File: src/rtl/motion_code_vlc_encoder_pkg.sv
// Shared types and constants for the MPEG-2 motion_code VLC encoder.
// The residual datapath is built only when MC_VLC_RESIDUAL_EN is defined.
package mpeg_vlc_pkg;

    localparam int MC_MAX_LEN = 11;
    localparam int MC_MAX_MAG = 16;

    typedef enum logic [1:0] {
        IDLE,
        CODE,
        RES
    } mc_state_e;

    typedef struct packed {
        logic [10:0] bits;
        logic [3:0]  len;
    } mc_vlc_t;

endpackage

File: src/rtl/motion_code_vlc_encoder_rom.sv
// Magnitude -> codeword lookup. Prefix is left-aligned with the sign slot left at zero;
// out-of-range magnitudes return length 0.
module motion_code_vlc_rom
    import mpeg_vlc_pkg::*;
(
    input  logic [4:0] i_mag,
    output mc_vlc_t    o_vlc
);

    always_comb begin
        o_vlc = '{bits: '0, len: '0};
        case (i_mag)
            5'd0:  o_vlc = '{bits: 11'b10000000000, len: 4'd1};
            5'd1:  o_vlc = '{bits: 11'b01000000000, len: 4'd3};
            5'd2:  o_vlc = '{bits: 11'b00100000000, len: 4'd4};
            5'd3:  o_vlc = '{bits: 11'b00010000000, len: 4'd5};
            5'd4:  o_vlc = '{bits: 11'b00001100000, len: 4'd7};
            5'd5:  o_vlc = '{bits: 11'b00001010000, len: 4'd8};
            5'd6:  o_vlc = '{bits: 11'b00001000000, len: 4'd8};
            5'd7:  o_vlc = '{bits: 11'b00000110000, len: 4'd8};
            5'd8:  o_vlc = '{bits: 11'b00000101100, len: 4'd10};
            5'd9:  o_vlc = '{bits: 11'b00000101000, len: 4'd10};
            5'd10: o_vlc = '{bits: 11'b00000100100, len: 4'd10};
            5'd11: o_vlc = '{bits: 11'b00000100010, len: 4'd11};
            5'd12: o_vlc = '{bits: 11'b00000100000, len: 4'd11};
            5'd13: o_vlc = '{bits: 11'b00000011110, len: 4'd11};
            5'd14: o_vlc = '{bits: 11'b00000011100, len: 4'd11};
            5'd15: o_vlc = '{bits: 11'b00000011010, len: 4'd11};
            5'd16: o_vlc = '{bits: 11'b00000011000, len: 4'd11};
            default: o_vlc = '{bits: '0, len: '0};
        endcase
    end

endmodule

File: src/rtl/motion_code_vlc_encoder.sv
// MPEG-2 motion_code VLC serializer, one bit per cycle with valid/ready on both sides.
// Define MC_VLC_RESIDUAL_EN to append motion_residual bits after the codeword.
module motion_code_vlc_encoder
    import mpeg_vlc_pkg::*;
#(
    parameter int MAX_R_SIZE = 8
) (
    input  logic                  clk,
    input  logic                  rst_n,
    input  logic                  in_valid,
    output logic                  in_ready,
    input  logic signed [5:0]     in_code,
    input  logic [3:0]            in_r_size,
    input  logic [MAX_R_SIZE-1:0] in_residual,
    output logic                  out_valid,
    input  logic                  out_ready,
    output logic                  out_bit,
    output logic                  out_last,
    output logic                  err
);

`ifdef MC_VLC_RESIDUAL_EN
    localparam int SR_W = MC_MAX_LEN + MAX_R_SIZE;
`else
    localparam int SR_W = MC_MAX_LEN;
`endif
    localparam int CW = $clog2(SR_W + 1);

    mc_state_e       r_state;
    logic [SR_W-1:0] r_sr;
    logic [CW-1:0]   r_tot;
    logic            r_valid;
    logic            r_last;
    logic            r_err;

    logic                  w_neg;
    logic [5:0]            w_mag;
    logic                  w_nz;
    logic                  w_illegal;
    mc_vlc_t               w_rom;
    logic [MC_MAX_LEN-1:0] w_code;
    logic [3:0]            w_r;
    logic [SR_W-1:0]       w_load;

    assign w_neg     = in_code[5];
    assign w_mag     = w_neg ? 6'(-in_code) : $unsigned(in_code);
    assign w_nz      = (w_mag != 6'd0);
    assign w_illegal = (w_mag > 6'(MC_MAX_MAG));

    motion_code_vlc_rom u_rom (
        .i_mag (w_mag[4:0]),
        .o_vlc (w_rom)
    );

    // Sign bit lands in the last codeword slot; code 0 is never negative.
    assign w_code = w_rom.bits | (MC_MAX_LEN'(w_neg) << (4'(MC_MAX_LEN) - w_rom.len));

`ifdef MC_VLC_RESIDUAL_EN
    logic [3:0]             r_rlen;
    logic [MAX_R_SIZE-1:0]  w_res_m;
    logic [CW-1:0]          w_shamt;

    always_comb begin
        w_r = '0;
        if (w_nz) begin
            w_r = (in_r_size > 4'(MAX_R_SIZE)) ? 4'(MAX_R_SIZE) : in_r_size;
        end
    end

    // Residual is packed directly behind the codeword so one shift register serves both.
    assign w_res_m = in_residual & ~({MAX_R_SIZE{1'b1}} << w_r);
    assign w_shamt = CW'(SR_W) - CW'(w_rom.len) - CW'(w_r);
    assign w_load  = {w_code, {MAX_R_SIZE{1'b0}}} | (SR_W'(w_res_m) << w_shamt);
`else
    logic w_unused;
    assign w_unused = ^{in_r_size, in_residual};
    assign w_r      = '0;
    assign w_load   = w_code;
`endif

    always_ff @(posedge clk) begin
        if (!rst_n) begin
            r_state <= IDLE;
            r_sr    <= '0;
            r_tot   <= '0;
            r_valid <= 1'b0;
            r_last  <= 1'b0;
            r_err   <= 1'b0;
`ifdef MC_VLC_RESIDUAL_EN
            r_rlen  <= '0;
`endif
        end else begin
            r_err <= 1'b0;
            case (r_state)
                IDLE: begin
                    if (in_valid) begin
                        if (w_illegal) begin
                            r_err <= 1'b1;
                        end else begin
                            r_sr    <= w_load;
                            r_tot   <= CW'(w_rom.len) + CW'(w_r);
                            r_valid <= 1'b1;
                            r_last  <= ((CW'(w_rom.len) + CW'(w_r)) == CW'(1));
                            r_state <= CODE;
`ifdef MC_VLC_RESIDUAL_EN
                            r_rlen  <= w_r;
`endif
                        end
                    end
                end
                CODE, RES: begin
                    if (out_ready) begin
                        r_sr   <= r_sr << 1;
                        r_tot  <= r_tot - CW'(1);
                        r_last <= (r_tot == CW'(2));
                        if (r_tot == CW'(1)) begin
                            r_state <= IDLE;
                            r_valid <= 1'b0;
                            r_last  <= 1'b0;
`ifdef MC_VLC_RESIDUAL_EN
                        end else if (r_state == CODE && (r_tot - CW'(1)) == CW'(r_rlen)) begin
                            r_state <= RES;
`endif
                        end
                    end
                end
                default: r_state <= IDLE;
            endcase
        end
    end

    assign in_ready  = (r_state == IDLE);
    assign out_valid = r_valid;
    assign out_bit   = r_sr[SR_W-1];
    assign out_last  = r_last;
    assign err       = r_err;

endmodule

File: config.mk
export PLATFORM = sky130hd
export DESIGN_NAME = motion_code_vlc_encoder
export DESIGN_NICKNAME = d
export VERILOG_FILES = /design/src/rtl/motion_code_vlc_encoder_pkg.sv /design/src/rtl/motion_code_vlc_encoder_rom.sv /design/src/rtl/motion_code_vlc_encoder.sv
export SDC_FILE = /design/constraint.sdc
export NUM_CORES = 1
export LEC_CHECK = 0
export ABC_AREA = 1
export CAP_MARGIN = 30
export CORE_MARGIN = 5
export CORE_UTILIZATION = 57
export DETAILED_ROUTE_END_ITERATION = 8
export PLACE_DENSITY_LB_ADDON = 0.3
export SYNTH_ARGS = -nofsm -noshare
export SYNTH_HDL_FRONTEND = slang
export SYNTH_SLANG_ARGS = --single-unit
File: constraint.sdc
create_clock -name clk -period 5.9 [get_ports clk]
set_input_delay 0.885 -clock clk [delete_from_list [all_inputs] [get_ports clk]]
set_output_delay 0.885 -clock clk [all_outputs]
set_load 0.01 [all_outputs]
# Word-level counts from Yosys, hierarchy flattened
# Memories as Yosys holds them, arrays and structs flattened.
# Index checks and enable logic that the tools add are counted.
[totals]
wordCells = 54
out_inout_bits = 5
rom_bits = 448
reg_bits = 20
memories = 1
input_bits = 22
[classes]
n_reduce_logical = 7
shift = 1
n_mux = 25
n_addsub = 3
eq_ne = 9
n_bitwise = 1
order_cmp = 1
[mem_list]
columns = ["name", "words", "width", "rd", "rd_ports_with_merged_regs", "wr", "line", "text"]
rows = [
  ["(no name shown)", 32, 14, 1, 0, 0, "motion_code_vlc_encoder_rom.sv:12", "case (i_mag)"],
]
[op_table]
columns = ["cell", "count"]
rows = [
  ["$mux 11", 3],
  ["$pmux 11 s2", 1],
  ["$mux 4", 3],
  ["$or 11x11->11", 1],
  ["$shl 1x4->11", 1],
  ["$mux 1", 9],
  ["$eq 4x1->1 const B", 2],
  ["$mux 2", 4],
  ["$ne 2x2->1 const B", 4],
  ["$pmux 4 s2", 1],
  ["$reduce_and 4->1", 2],
  ["$gt 6x5->1 const B", 1],
  ["$mux 6", 1],
  ["$neg 6->6", 1],
  ["$reduce_and 5->1", 1],
  ["$eq 4x2->1 const B", 1],
  ["$pmux 1 s2", 2],
  ["$pmux 2 s2", 1],
  ["$sub 4x1->4 const B", 1],
  ["$sub 4x4->4 const A", 1],
  ["$reduce_and 3->1", 1],
  ["$eq 2x1->1 const B", 1],
  ["$eq 2x2->1 const B", 1],
  ["$logic_not 2->1", 1],
  ["2 further kinds", 2],
]

# Longest topological paths before layout
# Gate-level depths: netlist of run 1.
# An unclocked memory read counts as a cell.
[depth]
word_depth = 9
mapped_depth = 17
depth_no_buf = 17

# Hierarchy
# Synthesis of run 1 repeated with hierarchy kept, for this count alone.
[unflattened]
cells_unflattened = 264
hier_area_um2 = 1570.3
[modules_own_cells]
columns = ["module", "cells_each", "instances", "seq_area_each_um2", "area_per_inst_um2"]
rows = [
  ["motion_code_vlc_encoder", 204, 1, 360.3, 1234.9],
  ["motion_code_vlc_rom", 60, 1, 0.0, 335.3],
]

# Worst setup path after synthesis of run 1
# OpenSTA, ideal clock, no wires.
[synth_path]
path_kind = "input-to-reg"
from = "in in_code[0]"
to = "reg r_sr[7]"
arrival_ns = 2.617
n_path_buf = 0
t_required_ns = 5.830
setup_slack_ns = 3.213
setup_ns = 0.070
path_stages = 15
path_cell_list = "inv_2 > ha_1 > o21ai_2 > nand2_2 > nor2_4 > nand2_4 > nand2_4 > nand2_1 > ha_1 > inv_1 > nor2_2 > nand4_1 > nand2_1 > nand2_1 > a21oi_1"
[synth_via]
elab_chain_cells = 9
elab_cells_between_ends = 12
cone_classes = "add/sub (2); order compare (1); eq/ne (1); shift (1); mux (4); bitwise (1); reduce/logical (1); memory (1)"
[synth_lines]
columns = ["item", "line", "text"]
rows = [
  ["start: declaration", "motion_code_vlc_encoder.sv:12", "input logic signed [5:0] in_code,"],
  ["$neg 6->6", "motion_code_vlc_encoder.sv:46", "assign w_mag = w_neg ? 6'(-in_code) : $unsigned(in_code);"],
  ["$mux 6 *", "motion_code_vlc_encoder.sv:46", ""],
  ["$mem_v2 32x14", "n/a", ""],
  ["$sub 4x4->4", "motion_code_vlc_encoder.sv:56", "assign w_code = w_rom.bits | (MC_MAX_LEN'(w_neg) << (4'(MC_MAX_LEN) - w_rom.len));"],
  ["$shl 1x4->11", "motion_code_vlc_encoder.sv:56", ""],
  ["$or 11x11->11", "motion_code_vlc_encoder.sv:56", ""],
  ["$mux 11", "motion_code_vlc_encoder.sv:97", "if (w_illegal) begin"],
  ["$mux 11", "motion_code_vlc_encoder.sv:96", "if (in_valid) begin"],
  ["$pmux 11 s2", "motion_code_vlc_encoder.sv:94", "case (r_state)"],
  ["end signal: assignment", "motion_code_vlc_encoder.sv:100", "r_sr <= w_load;"],
  ["end signal: assignment", "motion_code_vlc_encoder.sv:113", "r_sr <= r_sr << 1;"],
  ["end: declaration", "motion_code_vlc_encoder.sv:30", "logic [SR_W-1:0] r_sr;"],
]
# Mark *: on every way between the ends. The rest lies on a longest branch, timed or not. The select of a mux whose other input is x is not followed.
# A chain may end at the register's enable or synchronous reset.

# Worst setup path after layout of run 1
[layout_path]
from = "in in_code[0]"
to = "reg r_sr[4]"
# The elaborated chain is that of the path after synthesis.

==> impl_metrics.json, run 1 <==
{
  "status": "finished, final reports clean",
  "syn_nets": 264,
  "cts_setup_buffers": 0,
  "drt_iter0_markers": 113,
  "period_minus_slack_ps": 3400,
  "coreArea_mm2": 0.00252,
  "clockBufferDepth": 2,
  "grt_pass1_vias": 1311,
  "maxSlewViolCount": 0,
  "cts_tree": "done",
  "synth_common_cells": "nand2_1, a21oi_1, dfxtp_1, inv_1, nor2_1",
  "reg2reg_depth": 7,
  "h-tree-depth": 1,
  "gp_congestion": 0.919,
  "fp-row-count": 18,
  "cts.clk_slew.worst_paths_ps": 90,
  "die_w_um": 61.6,
  "drt_first_pass_iters": 4,
  "grt_overflow": 0,
  "multi_input_area_mm2": 0.00100,
  "required_ps": 6120,
  "critPathMaxFanout": 7,
  "r2r-end": "r_sr[3]",
  "yosysSeqAreaShare_pct": 23.7,
  "fin_nets": 274,
  "io_pins": 27,
  "post-route-util_pct": 65.2,
  "finalSetupViolations": 0,
  "async_reset_ff_share_pct": 0,
  "post_drt_wl_per_cell_um": 12.5,
  "start_util_pct": 60.3,
  "ir_worst_vdd_uv": 198,
  "p_per_area_mw_per_mm2": 210,
  "crit_arrival_ps": 3620,
  "cts_buffers": 3,
  "synth.top_cell.area_share_pct": 23.7,
  "max_freq_mhz": 294,
  "syn-cell-area_mm2": 0.00152,
  "dieArea_mm2": 0.00380,
  "total_power_uw": 346,
  "yosysMostFrequentCell": "nand2_1",
  "reg2reg_slack_ps": 3820,
  "cts_sinks": 18,
  "holdPathStages": 2,
  "antennaDiodeCount": 0,
  "ctsResizeCount": 0,
  "vias_per_cell": 5.78,
  "synth_cell_types": 34,
  "grt_usage_pct": 19.6,
  "dpl_cell_area_mm2": 0.00162,
  "grt_start_max_net_pins": 22,
  "fillers": 256,
  "synthFlopType": "dfxtp_1",
  "num_vias": 1589,
  "relSlewSlack_pct": 51.5,
  "synth-edff-count": 0,
  "final_area_mm2": 0.00165,
  "syn_area_per_cell_um2": 6.41,
  "postSynthCellCount": 237,
  "layout-drive-gt1-share_pct": 12.2,
  "seqCellArea_um2": 360,
  "cap_viol_max_count": 0,
  "power.static_leakage_nw": 0.725,
  "drt_wl_total_mm": 3.44,
  "ant_nets": 0,
  "area_growth_pct": 8.23,
  "period_share_pct": 57.7,
  "cts_root_buffer": "clkbuf_4",
  "clock_skew_ps": 6.19,
  "insertion_delay_ps": 290,
  "r2r_start": "out_valid",
  "portBuffers": 14,
  "synth_area_leader_cell": "dfxtp_1",
  "worst_pin_slew_ps": 725,
  "cts_hold_buf": 0,
  "synth_seq_cells": 18,
  "yosys_warnings": 0,
  "chipHeight_um": 61.6,
  "rsz0062_at_grt": "no",
  "antenna_found_initial": 0,
  "hold_violations": 0,
  "grt_first_pass_wirelength_mm": 5.67,
  "drc_errors": 0,
  "place_hpwl_mm": 2.60,
  "hp-start": "r_sr[0]",
  "hold_class": "reg -> reg",
  "end_kind": "register",
  "hold_end": "r_sr[0]",
  "critPathKind": "in -> reg",
  "start_kind": "input pin",
  "synth_area_leaders": "dfxtp_1, nand2_1, a21oi_1",
  "tns_ps": 0
}
==> per-stage QoR <==
step | cells | hold slack, ps | setup WS (ps)
3_5_place_dp | 272 | 458 | 2250
3_3_place_gp | 272 | 456 | 2270
6_report | 275 | 473 | 2500
5_1_grt | 275 | 509 | 2320
4_1_cts | 275 | 473 | 2550
2_1_floorplan | 237 | 444 | 3210
==> cell usage in the layout, fill, tap and decap left out, types with 4 or more instances in the layout <==
cell,instances
nand2_1,69
a21oi_1,19
dfxtp_1,18
inv_1,17
nor2_1,17
o21ai_0,16
nand3_1,15
clkdlybuf4s50_1,14
nand4_1,9
nand2_2,5
or2_2,5
ha_1,5
nor3_1,4
==> how the worst max path moves through the flow <==
stage,from,endpoint,slack (ps)
after detailed placement,in_code[0],r_sr[4],2250
final,in_code[0],r_sr[4],2500
after CTS,in_code[0],r_sr[4],2550
after global routing,in_code[0],r_sr[4],2320
after global placement,in_code[0],r_sr[4],2270
after floorplan,in_code[0],r_sr[7],3210
==> routing by layer <==
layer	vias up	global-route usage [%]	routed length [µm]
met2	47	32.4	1610
li1	811	-	-
met5	-	0	0
met3	2	4.40	199
met4	0	1.82	13
met1	729	27.2	1620
==> critical path, stage by stage <==
cell	delay [ps]
clkdlybuf4s50_1	590
inv_2	120
ha_1	340
nand2_1	90
o21ai_2	120
nor2_1	160
nand2_1	110
nand2_1	100
nand2_1	130
ha_1	370
inv_1	80
nor2_2	160
nand4_1	130
nand2_1	100
nand2_1	50
a21oi_1	100
==> where the power goes <==
part / switching, mW / leakage [nW] / internal (mW)
registers: 0.00941 / 0.148 / 0.134
logic: 0.0902 / 0.563 / 0.0519
clock network: 0.0362 / 0.0138 / 0.0237
total: 0.136 / 0.725 / 0.210
==> kinds of logic (layout without fill, tap and decap cells) <==
logic type	after synthesis	count (layout)	share of synthesized area, %
AO/OA/AOI/OAI	50	50	19.4
XOR/XNOR	1	1	0.576
adder cells (fa/ha/maj)	5	5	4.12
buffers and inverters	30	38	10.3
flip-flops	18	18	23.7
AND/OR/NAND/NOR	133	133	41.9
==> area by class of cell <==
type	count	area share [%]
clock buffer	3	1.37
multi-input combinational	189	61.0
timing repair buffer	14	8.52
inverter	21	4.94
sequential	18	21.9
tap	30	2.28
==> state kept, by name (all words and copies together), names as in the netlist <==
name and cells:
err 1, out_last 1, out_valid 1, r_sr 11, r_tot 4
No activity file was read; power rests on OpenSTA's default activity.
==> run 2, diff against run 1 <==
--- a/config.mk
+++ b/config.mk
@@ -8,7 +8,7 @@
 export ABC_AREA = 1
 export CAP_MARGIN = 30
 export CORE_MARGIN = 5
-export CORE_UTILIZATION = 57
+export CORE_UTILIZATION = 47
 export DETAILED_ROUTE_END_ITERATION = 8
 export PLACE_DENSITY_LB_ADDON = 0.3
 export SYNTH_ARGS = -nofsm -noshare
==> constraint.sdc (replaced) <==
create_clock -name clk -period 2.9 [get_ports clk]
set_input_delay 0.435 -clock clk [delete_from_list [all_inputs] [get_ports clk]]
set_output_delay 0.435 -clock clk [all_outputs]
set_load 0.01 [all_outputs]
==> impl_metrics.json, run 2 (same netlist as run 1, synthesis figures left out) <==
{
  "status": "finished, final reports clean",
  "cpMaxStageDelayCell": "clkdlybuf4s50_1",
  "cpMostUsedCell": "nand2_1",
  "antennaDiodeCount": 0,
  "regMostFlops": "r_sr",
  "hp-start": "r_sr[3]",
  "required_ps": 3130,
  "finalSetupViolations": 0,
  "startpoint": "in_code[0]",
  "area_growth_pct": 18.4,
  "die_w_um": 66.9,
  "cts_setup_buffers": 0,
  "grt_first_pass_wirelength_mm": 6.26,
  "grt_start_max_net_pins": 21,
  "grt_usage_pct": 17.6,
  "place_hpwl_mm": 2.76,
  "reg_top3": "r_sr: 11 flops, r_tot: 4 flops",
  "p_per_area_mw_per_mm2": 427,
  "h-tree-depth": 1,
  "drt_first_pass_iters": 4,
  "rsz0062_at_grt": "no",
  "cts.clk_slew.worst_paths_ps": 100,
  "cts_hold_buf": 0,
  "dpl_cell_area_mm2": 0.00176,
  "cts_sinks": 18,
  "cts_tree": "done",
  "vias_per_cell": 5.11,
  "io_pins": 27,
  "total_power_uw": 768,
  "critPathMaxFanout": 4,
  "hold_class": "reg -> reg",
  "coreArea_mm2": 0.00308,
  "r2r_start": "out_valid",
  "period_share_pct": 88.5,
  "fp-row-count": 20,
  "reg2reg_slack_ps": 1270,
  "reg2reg_depth": 9,
  "hold_end": "r_sr[3]",
  "crit_arrival_ps": 2790,
  "slowest_delay_ps": 490,
  "end_kind": "register",
  "dieArea_mm2": 0.00447,
  "start_util_pct": 49.4,
  "drt_iter0_markers": 101,
  "period_minus_slack_ps": 2570,
  "cts_root_buffer": "clkbuf_4",
  "layout-drive-gt1-share_pct": 17.0,
  "tns_ps": 0,
  "ant_nets": 0,
  "antenna_found_initial": 0,
  "gp_congestion": 0.959,
  "hold_violations": 0,
  "start_kind": "input pin",
  "worst_pin_slew_ps": 417,
  "dp.cells": 299,
  "r2r-end": "r_sr[4]",
  "chipHeight_um": 66.9,
  "critPathKind": "in -> reg",
  "ir_worst_vdd_uv": 241,
  "insertion_delay_ps": 300,
  "num_vias": 1548,
  "most-common-layout-cells": "nand2_1, a21oi_1, dfxtp_1, inv_1, nor2_1",
  "ctsResizeCount": 0,
  "fin_nets": 287,
  "clock_skew_ps": 6.82,
  "clockBufferDepth": 2,
  "fillers": 312,
  "portBuffers": 14,
  "cp_cell_sequence": "clkdlybuf4s50_1, inv_2, ha_1, o21ai_2, nand2_2, nor2_4, nand2_4, nand2_4, nand2_1, ha_1, inv_1, nor2_2, nand4_1, nand2_1, nand2_1, a21oi_1",
  "final_cells": 303,
  "holdPathStages": 2,
  "post_drt_wl_per_cell_um": 11.6,
  "max_freq_mhz": 390,
  "power.static_leakage_nw": 0.802,
  "maxSlewViolCount": 0,
  "largest_reg_flops": 11,
  "relSlewSlack_pct": 72.1,
  "final_area_mm2": 0.00180,
  "drc_errors": 0,
  "drt_wl_total_mm": 3.52,
  "cap_viol_max_count": 0,
  "grt_overflow": 0,
  "final_common_cell": "nand2_1",
  "grt_pass1_vias": 1435,
  "cts_buffers": 3
}
run 2: changes by cell type in the layout (fill, tap and decap cells not counted):
cell      before  now
clkbuf_8       0    1
buf_12         0    2
buf_4          0   11
run 2: worst max path at each step:
stage / to / slack [ps] / depth (start not counted)
finish: r_sr[4] / 330 / 16
detailed placement: r_sr[4] / 20 / 16
global placement: r_sr[4] / 30 / 16
global route: r_sr[4] / 110 / 18
CTS: r_sr[4] / 320 / 16
floorplan: r_sr[7] / 660 / 15
run 2: cell type report:
type / instances / area [µm²] / area share [%]
Clock buffer: 4 / 36.3 / 2.02
Inverter: 21 / 81.3 / 4.52
Multi-Input combinational cell: 189 / 1000 / 55.8
Sequential cell: 18 / 360 / 20.0
Tap cell: 44 / 55.1 / 3.06
Timing Repair Buffer: 27 / 263 / 14.6
run 2: layer usage:
metal	share of wire [%]	up-vias	GRT usage, %
met5	0	-	0
met1	50	684	23.9
li1	-	834	-
met4	0.60	0	4.05
met3	4.0	2	3.20
met2	45	28	28.8
run 2: stage by stage:
step           hold slack [ps]  util, %  setup slack (ps)
3_5_place_dp               461     57.3              17.8
2_1_floorplan              444        -               663
6_report                   471     58.5               334
3_3_place_gp               454     57.3              31.9
4_1_cts                    475     58.5               324
5_1_grt                    497     58.5               111
run 2: power breakdown:
part	switching [mW]	internal (mW)
registers	0.0135	0.273
clock network	0.0792	0.0765
logic	0.195	0.130
total	0.288	0.480
run 2: worst max-delay path: cells and delay by family:
kind                     cells  cell delay, ps
adder cells (fa/ha/maj)      2             650
buffers and inverters        3             610
AND/OR/NAND/NOR              9             830
AO/OA/AOI/OAI                2             280
